--- config.mk ---
export PLATFORM = sky130hd
export DESIGN_NAME = alu_issue_decoder
export DESIGN_NICKNAME = d
export VERILOG_FILES = /design/src/rtl/alu_issue_decoder.sv
export SDC_FILE = /design/constraint.sdc
export NUM_CORES = 1
export LEC_CHECK = 0
export ABC_AREA = 1
export CAP_MARGIN = 5
export CELL_PAD_IN_SITES_DETAIL_PLACEMENT = 0
export CELL_PAD_IN_SITES_GLOBAL_PLACEMENT = 1
export CORE_MARGIN = 3
export CORE_UTILIZATION = 38
export DETAILED_ROUTE_END_ITERATION = 10
export PLACE_DENSITY = 0.91
export SETUP_SLACK_MARGIN = 0.02
export SLEW_MARGIN = 20
export SYNTH_ARGS = -nofsm -noshare
export SYNTH_HDL_FRONTEND = slang
export SYNTH_SLANG_ARGS = --single-unit
--- constraint.sdc ---
create_clock -name clk -period 20 [get_ports clk]
set_input_delay 4 -clock clk [delete_from_list [all_inputs] [get_ports clk]]
set_output_delay 4 -clock clk [all_outputs]
set_load 0.02 [all_outputs]
--- src/rtl/alu_issue_decoder.sv ---
// Registered RV64I issue stage: decodes instruction + register data into ALU operands/opcode,
// with a 2-entry skid buffer behind a valid/ready handshake. Optional flush via ALU_ISSUE_FLUSH_EN.
module alu_issue_decoder #(
    parameter int XLEN = 64,
    parameter int ILEN = 32
) (
    input  logic            clk,
    input  logic            reset,
`ifdef ALU_ISSUE_FLUSH_EN
    input  logic            out_flush,
`endif
    input  logic            in_valid,
    output logic            in_ready,
    input  logic [ILEN-1:0] in_inst,
    input  logic [XLEN-1:0] in_pc,
    input  logic [XLEN-1:0] in_rs1_data,
    input  logic [XLEN-1:0] in_rs2_data,
    output logic            out_valid,
    input  logic            out_ready,
    output logic [XLEN-1:0] out_operand1,
    output logic [XLEN-1:0] out_operand2,
    output logic [3:0]      out_alu_op,
    output logic            out_illegal
);

    localparam logic [6:0] OPC_OP     = 7'b0110011;
    localparam logic [6:0] OPC_OP_IMM = 7'b0010011;
    localparam logic [6:0] OPC_LOAD   = 7'b0000011;
    localparam logic [6:0] OPC_STORE  = 7'b0100011;
    localparam logic [6:0] OPC_LUI    = 7'b0110111;
    localparam logic [6:0] OPC_AUIPC  = 7'b0010111;

    localparam logic [3:0] ALU_ADD = 4'b0000;
    localparam logic [3:0] ALU_SUB = 4'b0001;
    localparam logic [3:0] ALU_AND = 4'b0010;
    localparam logic [3:0] ALU_OR  = 4'b0011;
    localparam logic [3:0] ALU_XOR = 4'b0100;
    localparam logic [3:0] ALU_SLL = 4'b0101;
    localparam logic [3:0] ALU_SRL = 4'b0110;
    localparam logic [3:0] ALU_SRA = 4'b0111;

    typedef struct packed {
        logic [XLEN-1:0] op1;
        logic [XLEN-1:0] op2;
        logic [3:0]      op;
        logic            ill;
    } entry_t;

    logic flush;
`ifdef ALU_ISSUE_FLUSH_EN
    assign flush = out_flush;
`else
    assign flush = 1'b0;
`endif

    // alt selects the SUB/SRA variant of the funct3 operation
    function automatic logic [3:0] funct3_op(input logic [2:0] f3, input logic alt);
        logic [3:0] r;
        r = ALU_ADD;
        case (f3)
            3'b000:  r = alt ? ALU_SUB : ALU_ADD;
            3'b001:  r = ALU_SLL;
            3'b100:  r = ALU_XOR;
            3'b101:  r = alt ? ALU_SRA : ALU_SRL;
            3'b110:  r = ALU_OR;
            3'b111:  r = ALU_AND;
            default: r = ALU_ADD;
        endcase
        return r;
    endfunction

    logic [6:0]      opcode;
    logic [2:0]      funct3;
    logic [6:0]      funct7;
    logic [XLEN-1:0] imm_i;
    logic [XLEN-1:0] imm_s;
    logic [XLEN-1:0] imm_u;
    logic            dec_legal;
    entry_t          dec;

    always_comb begin
        opcode    = in_inst[6:0];
        funct3    = in_inst[14:12];
        funct7    = in_inst[31:25];
        imm_i     = {{(XLEN-12){in_inst[31]}}, in_inst[31:20]};
        imm_s     = {{(XLEN-12){in_inst[31]}}, in_inst[31:25], in_inst[11:7]};
        imm_u     = {{(XLEN-32){in_inst[31]}}, in_inst[31:12], 12'b0};
        dec_legal = 1'b1;
        dec       = '0;
        case (opcode)
            OPC_OP: begin
                dec.op1 = in_rs1_data;
                dec.op2 = in_rs2_data;
                dec.op  = funct3_op(funct3, in_inst[30]);
                if (funct3 == 3'b010 || funct3 == 3'b011) begin
                    dec_legal = 1'b0;
                end else if (funct7 == 7'b0100000) begin
                    if (funct3 != 3'b000 && funct3 != 3'b101) dec_legal = 1'b0;
                end else if (funct7 != 7'b0000000) begin
                    dec_legal = 1'b0;
                end
            end
            OPC_OP_IMM: begin
                dec.op1 = in_rs1_data;
                dec.op2 = imm_i;
                dec.op  = funct3_op(funct3, in_inst[30] && (funct3 == 3'b101));
                if (funct3 == 3'b010 || funct3 == 3'b011) begin
                    dec_legal = 1'b0;
                end else if (funct3 == 3'b001 || funct3 == 3'b101) begin
                    dec.op2 = {{(XLEN-6){1'b0}}, in_inst[25:20]};
                    if (in_inst[31:26] != 6'b000000 && in_inst[31:26] != 6'b010000) dec_legal = 1'b0;
                end
            end
            OPC_LOAD: begin
                dec.op1 = in_rs1_data;
                dec.op2 = imm_i;
            end
            OPC_STORE: begin
                dec.op1 = in_rs1_data;
                dec.op2 = imm_s;
            end
            OPC_LUI: begin
                dec.op2 = imm_u;
            end
            OPC_AUIPC: begin
                dec.op1 = in_pc;
                dec.op2 = imm_u;
            end
            default: dec_legal = 1'b0;
        endcase
        // illegal entries carry no operand data so the ALU sees a benign ADD 0,0
        if (!dec_legal) begin
            dec     = '0;
            dec.ill = 1'b1;
        end
    end

    logic   main_valid_q, main_valid_d;
    logic   skid_valid_q, skid_valid_d;
    entry_t main_q, main_d;
    entry_t skid_q, skid_d;
    logic   accept;
    logic   transfer;

    assign in_ready = !skid_valid_q;
    assign accept   = in_valid && in_ready;
    assign transfer = main_valid_q && out_ready;

    always_comb begin
        main_valid_d = main_valid_q;
        skid_valid_d = skid_valid_q;
        main_d       = main_q;
        skid_d       = skid_q;
        if (flush) begin
            main_valid_d = 1'b0;
            skid_valid_d = 1'b0;
        end else if (!main_valid_q) begin
            if (accept) begin
                main_d       = dec;
                main_valid_d = 1'b1;
            end
        end else if (transfer) begin
            // skid full implies in_ready low, so accept cannot coincide with a skid drain
            if (skid_valid_q) begin
                main_d       = skid_q;
                skid_valid_d = 1'b0;
            end else if (accept) begin
                main_d = dec;
            end else begin
                main_valid_d = 1'b0;
            end
        end else if (accept) begin
            skid_d       = dec;
            skid_valid_d = 1'b1;
        end
    end

    always_ff @(posedge clk or posedge reset) begin
        if (reset) begin
            main_valid_q <= 1'b0;
            skid_valid_q <= 1'b0;
            main_q       <= '0;
            skid_q       <= '0;
        end else begin
            main_valid_q <= main_valid_d;
            skid_valid_q <= skid_valid_d;
            main_q       <= main_d;
            skid_q       <= skid_d;
        end
    end

    assign out_valid    = main_valid_q;
    assign out_operand1 = main_q.op1;
    assign out_operand2 = main_q.op2;
    assign out_alu_op   = main_q.op;
    assign out_illegal  = main_q.ill;

endmodule

==> results by stage, run 1 <==
STA:
- The largest clock skew in the final design is ~0.0085 ns.
- The worst-case headroom to the max-slew limit is between 20% and 30%.
- The final worst-path setup slack is around 12 ns.
- The total negative setup slack is 0 ns.
- The final number of max-transition violations is 0.
- Setup repair after global routing left no endpoint under its margin.
- The final hold violation count is 0.
- The fraction of the cycle the final worst path needs is about 38%.
- The final setup violation count is 0.
- The worst hold slack is a little under 0.5 ns.
- The post-route minimum period is about 7.5 ns.
- The top achievable clock speed is approximately 130 MHz.
- The measured slew at the worst slew-check pin is around 1.1 ns.

Yosys:
- The xor/xnor cell area share of the yosys netlist is 0%.
- Sequential cells were found to cover between 40% and 50% of the synthesized design area.
- The synthesized netlist devotes about 15% of its cell area to compound gates.
- The multiplexer fraction of the synthesized cell area is 0%.
- The arithmetic-cell share of the synthesized area counting full adders, half adders and majority gates is 0%.
- The dominant cell type by area after synthesis is dfrtp_1.
- The cell count after synthesis came out at approximately 2000.
- The share of synthesized area in the top cell type comes to 46.8%.
- A synthesized cell averages about 7.3 um2.
- In the post-synthesis netlist, the biggest area contributors are dfrtp_1, nand2_1, o221a_2.
- Counting every net in the synthesized netlist gives around 2200.
- The fraction of the mapped netlist area in simple logic gates is 32.7%.
- For this run, the leading register cell type out of synthesis is dfrtp_1.
- The number of synthesized register bits is ~270.
- The number of synthesized flops with an enable pin is 0.
- The synthesized area is about 14000 um2.
- Yosys mapped the design onto 23 distinct sky130hd cell types.
- By area, the combinational part of the netlist is dominated by simple AND/OR/NAND/NOR gates.
- The most numerous cell in the Yosys netlist is nand2_1.
- For this run, the number of Yosys warnings is 0.
- After synthesis, the most frequently instantiated cells are nand2_1, dfrtp_1, o221a_2, o21ai_1, clkbuf_1.
- After synthesis, the share of flip-flops with an asynchronous set or reset is between 90% and 100%.

Critical path:
- Broken down by cell family, the worst path's largest delay share belongs to buffers and inverters.
- The cell seen most often among critical-path stages is nand2_1.
- The maximum fanout along the worst path is 69.
- The worst setup path is captured at a flip-flop.
- Walking the worst path, the cells encountered are clkdlybuf4s50_1, inv_2, nor2_4, nand2_1, nor2_4, buf_4, nand4_1, nand2_4, buf_4, nand2_1, nand2_1, nand2_1, nand2_1.
- The startpoint-to-endpoint class of the critical path is input port to flip-flop.
- STA classifies the critical path startpoint as an input port.
- The worst path required time is 20.47 ns.
- The master of the slowest instance on the critical path is buf_4.
- The data arrival time of the critical path is between 7 and 8 ns.
- The buffering stage count on the worst path with inverters included is 4.
- In this design, the stage delay of the slowest critical-path cell is ~0.74 ns.

CTS:
- The number of levels in the clock H-tree is 1.
- The tree is rooted in a clkbuf_16.
- The CTS tree is yes.
- The count of instances resized after the clock tree is built is 0.
- For this design, the CTS-stage hold fixing added 0 buffers.
- The insertion delay of the later-clocked pin in the worst-skew pair is ~0.54 ns.
- After clock tree synthesis, the setup repair step added 0 buffers.
- Buffers inserted during clock tree synthesis total 29.
- The number of buffers on the longest clock path is 3.
- The clock transition at the register clock pins on the worst setup and hold paths after CTS is around 0.06 ns.
- The number of sinks driven by the clock tree is between 200 and 300.

Layout:
- The finished cells cover ~19000 um2.
- The multi-input combinational cell area is ~7000 um2.
- The layout overhead on the synthesized area is 33.5%.
- The proportion of layout cells with a drive suffix above 1 is approximately a tenth.
- After filler insertion, the fill cell instance count of the layout stands at about 3500.
- The area taken by flip-flops and latches is 6680 um2.
- The filler-free cell count of the finished design is roughly 2700.
- For this run, the post-layout net count is 2448.
- For this run, the share of the core covered by cells in the final layout is 51.7%.

Placement:
- The final RePlAce weighted congestion is 0.833.
- The number of port buffers is about 360.
- The standard cell area after detailed placement is roughly 18000 um2.
- In this run, placement finished with an instance count of between 2000 and 3000.
- The pre-CTS worst setup slack is 11.88 ns.
- The wire-length estimate of the detail-placed layout is around 31000 um.

Routing:
- The iteration count of the initial detailed-routing pass is 5.
- The post-detailed-route count of antenna-violating nets is 0.
- The via count of the routed design is approximately 14000.
- The first-iteration detailed-routing DRC count is around 1200.
- The routed design has approximately 48000 um of wire.
- After detailed routing, the number of remaining DRC violations is 0.
- In the routed layout, each cell is associated on average with a via count of between 5 and 6.
- The routed wirelength normalized by instance count is 17.4 um.

Die:
- The boundary pin count is between 300 and 400.
- Measured along the y axis, the die boundary spans around 200 um.
- For this configuration, the core starts out at a cell density of 38.7%.
- The die is ~200 um wide.
- The floorplan has 70 rows.
- The die covers between 30000 and 40000 um2.
- The floorplan step defined a core boundary enclosing ~37000 um2.

Power and ir drop:
- Power spread over the standard cell area amounts to between 100 and 150 nW/um2.
- Of the total power, the clock network draws between 20% and 30%.
- Total power for the finished layout comes to between 2 and 2.5 mW.
- The net switching share of the total power is about 40%.
- The fraction of power consumed by combinational cells is 45.9%.
- The worst IR drop on VDD is 0.0000707 V.
- For this design the static power due to leakage is ~9 nW.
- The internal power is ~1.5 mW.
- The switching power summed over all nets is around 0.94 mW.
- The proportion of power drawn by flip-flops and latches is roughly a third.

Global route:
- The largest net degree at the start of global routing is about 120.
- The wire length of the first global-routing pass is roughly 75000 um.
- Summed over all layers, the global routing overflow is 0.
- Global routing used 23.1% of the available tracks across all layers.
- The initial antenna violation count is 1.
- The number of global-route vias before repair was 13681.

Run:
- The number of maximum-capacitance constraint violations is 0.

Min path:
- The path class of the tightest hold or removal check is flip-flop to flip-flop.

Status:
- The run finished with clean final reports.
==> kinds of logic after synthesis <==
family          count (synthesis)
simple gates                 1229
compound gates                275
flops                         267
buf+inv                       182
==> layer usage <==
metal	vias to the layer above	wire, um	GRT usage (%)
li1	6852	-	-
met1	6767	21100	32.1
met2	473	22300	38.0
met3	55	3350	4.08
met4	0	1020	5.40
met5	-	0	0
==> cells in the final DEF, fill, tap and decap left out <==
cell type,instances
nand2_1,1164
clkdlybuf4s50_1,362
dfrtp_1,267
o221a_2,131
o21ai_1,129
inv_1,32
nand3_1,32
clkbuf_16,29
nor2_1,18
buf_4,15
o21ai_0,11
clkinv_2,8
clkbuf_1,7
inv_2,6
clkbuf_8,6
nor2_4,5
nand2_4,3
nor3_1,3
nor2_2,2
inv_4,2
diode_2,1
or2_2,1
nand4_1,1
o31ai_1,1
a211oi_1,1
inv_8,1
a21oi_1,1
o21a_1,1
clkinv_4,1
clkinvlp_4,1
bufinv_16,1
==> worst register-to-register path, cell delays in order (launching register included) <==
cell	delay (ns)
dfrtp_1	0.46
nor2_4	0.67
buf_4	0.68
nor2_1	0.23
inv_4	0.54
buf_4	0.85
o221a_2	0.43
nand2_1	0.05
nand2_1	0.06
==> registers in the layout, indices dropped and copies added, names as in the netlist <==
| register | cells |
|---|---|
| out_alu_op | 4 |
| out_illegal | 1 |
| out_operand1 | 64 |
| out_operand2 | 64 |
| out_valid | 1 |
| skid_q | 132 |
| skid_valid_q | 1 |
==> layout make-up <==
class | instances | share of cell area (%)
Tap cell | 504 | 3.31
Antenna cell | 1 | 0.0131
Sequential cell | 267 | 35.0
Inverter | 41 | 0.873
Clock inverter | 11 | 0.453
Multi-Input combinational cell | 1504 | 36.3
Clock buffer | 42 | 4.38
Timing Repair Buffer | 377 | 19.6
==> power by group through the flow <==
stage	sequential (mW)	clock [mW]	combinational, mW
final	0.778	0.523	1.10
after global placement	0.778	0	1.09
after CTS	0.777	0.534	1.11
after detailed placement	0.782	0	1.11
after floorplan	0.902	0	0.521
after global routing	0.795	0.557	1.19
==> worst paths after layout <==
check,slack (ns),depth (start not counted),startpoint,to
worst min register to register,0.49,2,skid_q[66],skid_q[66]
worst max-delay path,12.49,13,in_inst[4],out_operand1[3]
worst min-delay path,0.49,2,skid_q[66],skid_q[66]
max in group asynchronous,14.42,3,reset,skid_q[14]
worst max register to register,15.95,8,skid_valid_q,out_operand2[11]
min in group asynchronous,4.04,2,reset,out_operand2[43]
(Power assumes the default switching activity.)
==> run 2: changes to the inputs <==
CORE_UTILIZATION = 32   (was 38)
PLACE_DENSITY = 0.82   (was 0.91)
clock period = 6.7 ns   (was 20 ns; I/O delays follow)
==> run 2 against run 1 <==
Combinational power increased to 3.1 times the previous value; global-route usage shrank 1.5 points; sequential power grew to 3.0 times the previous value; worst setup slack worse by 9.6 ns; power rose to 3.1 times the previous value; wire length is 9.6% higher; cell area rose by 1.4%; critical path depth fell by 1; via count increased by 1.2%; utilization shrank 7.3 points; sequential cell count unchanged; clock skew is essentially flat.
==> results by stage, run 2 (same netlist as run 1, synthesis figures left out) <==
Placement:
- After detailed placement, the design holds a cell count of 2775.
- The pre-CTS worst setup slack is 2.32 ns.
- The final RePlAce weighted congestion is between 0.8 and 0.9.
- The count of buffers added on input and output ports is 362.
- The half-perimeter wire length after detailed placement is 32700 um.
- Summing all placed instances gives a cell area of between 15000 and 20000 um2.

Die:
- In this run the count of I/O pins placed on the die edge is 363.
- The total area inside the core boundary comes to roughly 44000 um2.
- The die covers between 40000 and 50000 um2.
- The floorplan step set the die width to ~220 um.
- From bottom edge to top edge, the die measures roughly 220 um.
- The row count is 76.
- The effective utilization at floorplan is between 30 and 40%.

Critical path:
- The startpoint type of the worst setup path is an input port.
- The worst path required time is 7.19 ns.
- The buffering stage count on the worst path with inverters included is 2.
- Walking the worst path, the cells encountered are clkdlybuf4s50_1, nand2_1, nor2_2, nand2_1, nor2_4, buf_4, nand2_1, nand2_1, nand2_1, nand2_1, nand2_1, nand2_1.
- Data on the critical path arrives at its endpoint at about 4.3 ns.
- The startpoint-to-endpoint class of the critical path is input port to flip-flop.
- Among cell families on the critical path, the largest total delay comes from simple AND/OR/NAND/NOR gates.
- The cell seen most often among critical-path stages is nand2_1.
- In this run the register-to-register setup slack is between 3 and 4 ns.
- In this design, the stage delay of the slowest critical-path cell is roughly 0.62 ns.
- In this run the worst path has a maximum fanout of between 60 and 70.
- The master of the slowest instance on the critical path is buf_4.
- The endpoint class of the critical path is a flip-flop.

STA:
- Setup repair after global routing left no endpoint under its margin.
- The final critical path takes up a little under three fifths of the cycle.
- Based on the critical path, the design can be clocked at up to 261 MHz.
- Hold timing on the final database bottoms out at a slack of 0.492 ns.
- The post-route minimum period is 3.83 ns.
- The clock arrives with slightly above 0.008 ns of skew.
- The final hold violation count is 0.
- The final number of max-transition violations is 0.
- Setup violations remaining at the end of the flow were counted as 0.
- The measured slew at the worst slew-check pin is about 1.0 ns.
- The worst-case headroom to the max-slew limit is a little under a third.
- The total negative setup slack is 0 ns.
- The final worst-path setup slack is approximately 2.9 ns.

Routing:
- Summed over all layers, the routed wires come to between 50000 and 60000 um.
- After the first detailed-routing iteration, the DRC count stood at 1247.
- The DRC violation count after routing is 0.
- The first detailed-routing pass took 5 iterations.
- Across all layers, the routed design uses roughly 14000 vias.
- The post-detailed-route count of antenna-violating nets is 0.
- The detailed-route vias per instance is roughly 5.1.
- The routed wirelength normalized by instance count is 18.5 um.

CTS:
- Clock-pin slew was measured on the worst setup and hold paths at roughly 0.06 ns.
- Counting along the longest clock path gives a buffer depth of 3.
- Counting every sink on the clock net gives 267.
- After clock tree synthesis, the setup repair step added 0 buffers.
- Post-CTS repair changed the size of 0 cells.
- The tree is rooted in a clkbuf_16.
- The CTS tree is yes.
- Clock latency on the worst-skew pair, taken at its later pin, is approximately 0.56 ns.
- The post-cts hold buffer count is 0.
- In this run the number of H-tree levels came out at 1.
- The number of buffers added by the clock tree synthesis step is 31.

Global route:
- The number of global-route vias before repair is roughly 14000.
- The wire length of the first global-routing pass is just over 80000 um.
- The initial antenna violation count was 4.
- The residual overflow from global routing is 0.
- The all-layer global routing usage is between 20% and 30%.
- Entering global routing, the biggest net connects approximately 140 pins.

Layout:
- Once layout is done, the placed cells without fillers occupy ~19000 um2.
- Cells fill roughly 44% of the core in the end.
- The register with the most flip-flops in the layout has 132 of them.
- The register name with the most flops is skid_q.
- The proportion of layout cells with a drive suffix above 1 is under 10%.
- The final net count is 2451.
- Fill cells in the final layout number ~4400.
- The commonest non-fill, non-tap cell in the layout is nand2_1.
- The filler-free cell count of the finished design is 2832.
- In the final layout, flip-flops and latches occupy ~6700 um2.
- Leaving out fill and tap cells, the most frequent cells in the layout are nand2_1, clkdlybuf4s50_1, dfrtp_1, o221a_2, o21ai_1.
- The area growth from synthesis to layout is 35.4%.
- The multi-input combinational cell area is 6930 um2.

Power and ir drop:
- The switching power summed over all nets is 2.88 mW.
- Power comes to between 7 and 8 mW.
- The power density of the placed cells is ~380 nW/um2.
- The net switching share of the total power is around two fifths.
- The fraction of power consumed by combinational cells is 45.6%.
- The share of total power dissipated in sequential elements is approximately a third.
- The analysis attributes to cell leakage a power of between 9 and 10 nW.
- The clock network accounts for 23.0% of the total power.
- The worst IR drop on VDD is slightly above 0.0002 V.
- The internal portion of the total power is between 4 and 5 mW.

Status:
- The run finished with clean final reports.

Min path:
- The min-delay analysis places its worst path in the category flip-flop to flip-flop.

Run:
- The number of maximum-capacitance constraint violations is 0.
## run 2: final cells by class
cell class | count | area share [%]
antenna | 1 | 0.0129
clock buffer | 46 | 4.72
clock inverter | 10 | 0.517
inverter | 41 | 0.854
multi-input combinational | 1504 | 35.8
sequential | 267 | 34.5
tap | 585 | 3.78
timing repair buffer | 378 | 19.7
## run 2: power groups by stage
stage          Clock [mW]  Sequential [mW]  Combinational, mW
3_5_place_dp            0             2.33               3.39
6_report             1.70             2.31               3.36
4_1_cts              1.74             2.31               3.40
3_3_place_gp            0             2.32               3.35
2_1_floorplan           0             2.69               1.55
5_1_grt              1.81             2.37               3.65
## run 2: path summary, 6_finish.rpt
path / to / from / depth (start not counted)
worst min-delay path: skid_q[6] / skid_q[6] / 2
worst min register to register: skid_q[6] / skid_q[6] / 2
max in group asynchronous: out_operand1[10] / reset / 3
worst max register to register: out_operand1[24] / skid_valid_q / 8
worst max-delay path: out_operand1[19] / in_inst[0] / 12
min in group asynchronous: out_operand2[11] / reset / 2
## run 2: worst min-delay path: stages, from the launching register on
cell     delay [ns]
dfrtp_1        0.34
nand2_1        0.05
o21ai_1        0.06
## run 2: layer usage
layer  share of wire, %  up-vias  track usage, %
li1                   -     6867               -
met1                 45     6916            30.2
met2                 45      470            34.6
met3                8.2       51            5.86
met4                1.2        6            3.00
met5              0.067        -               0
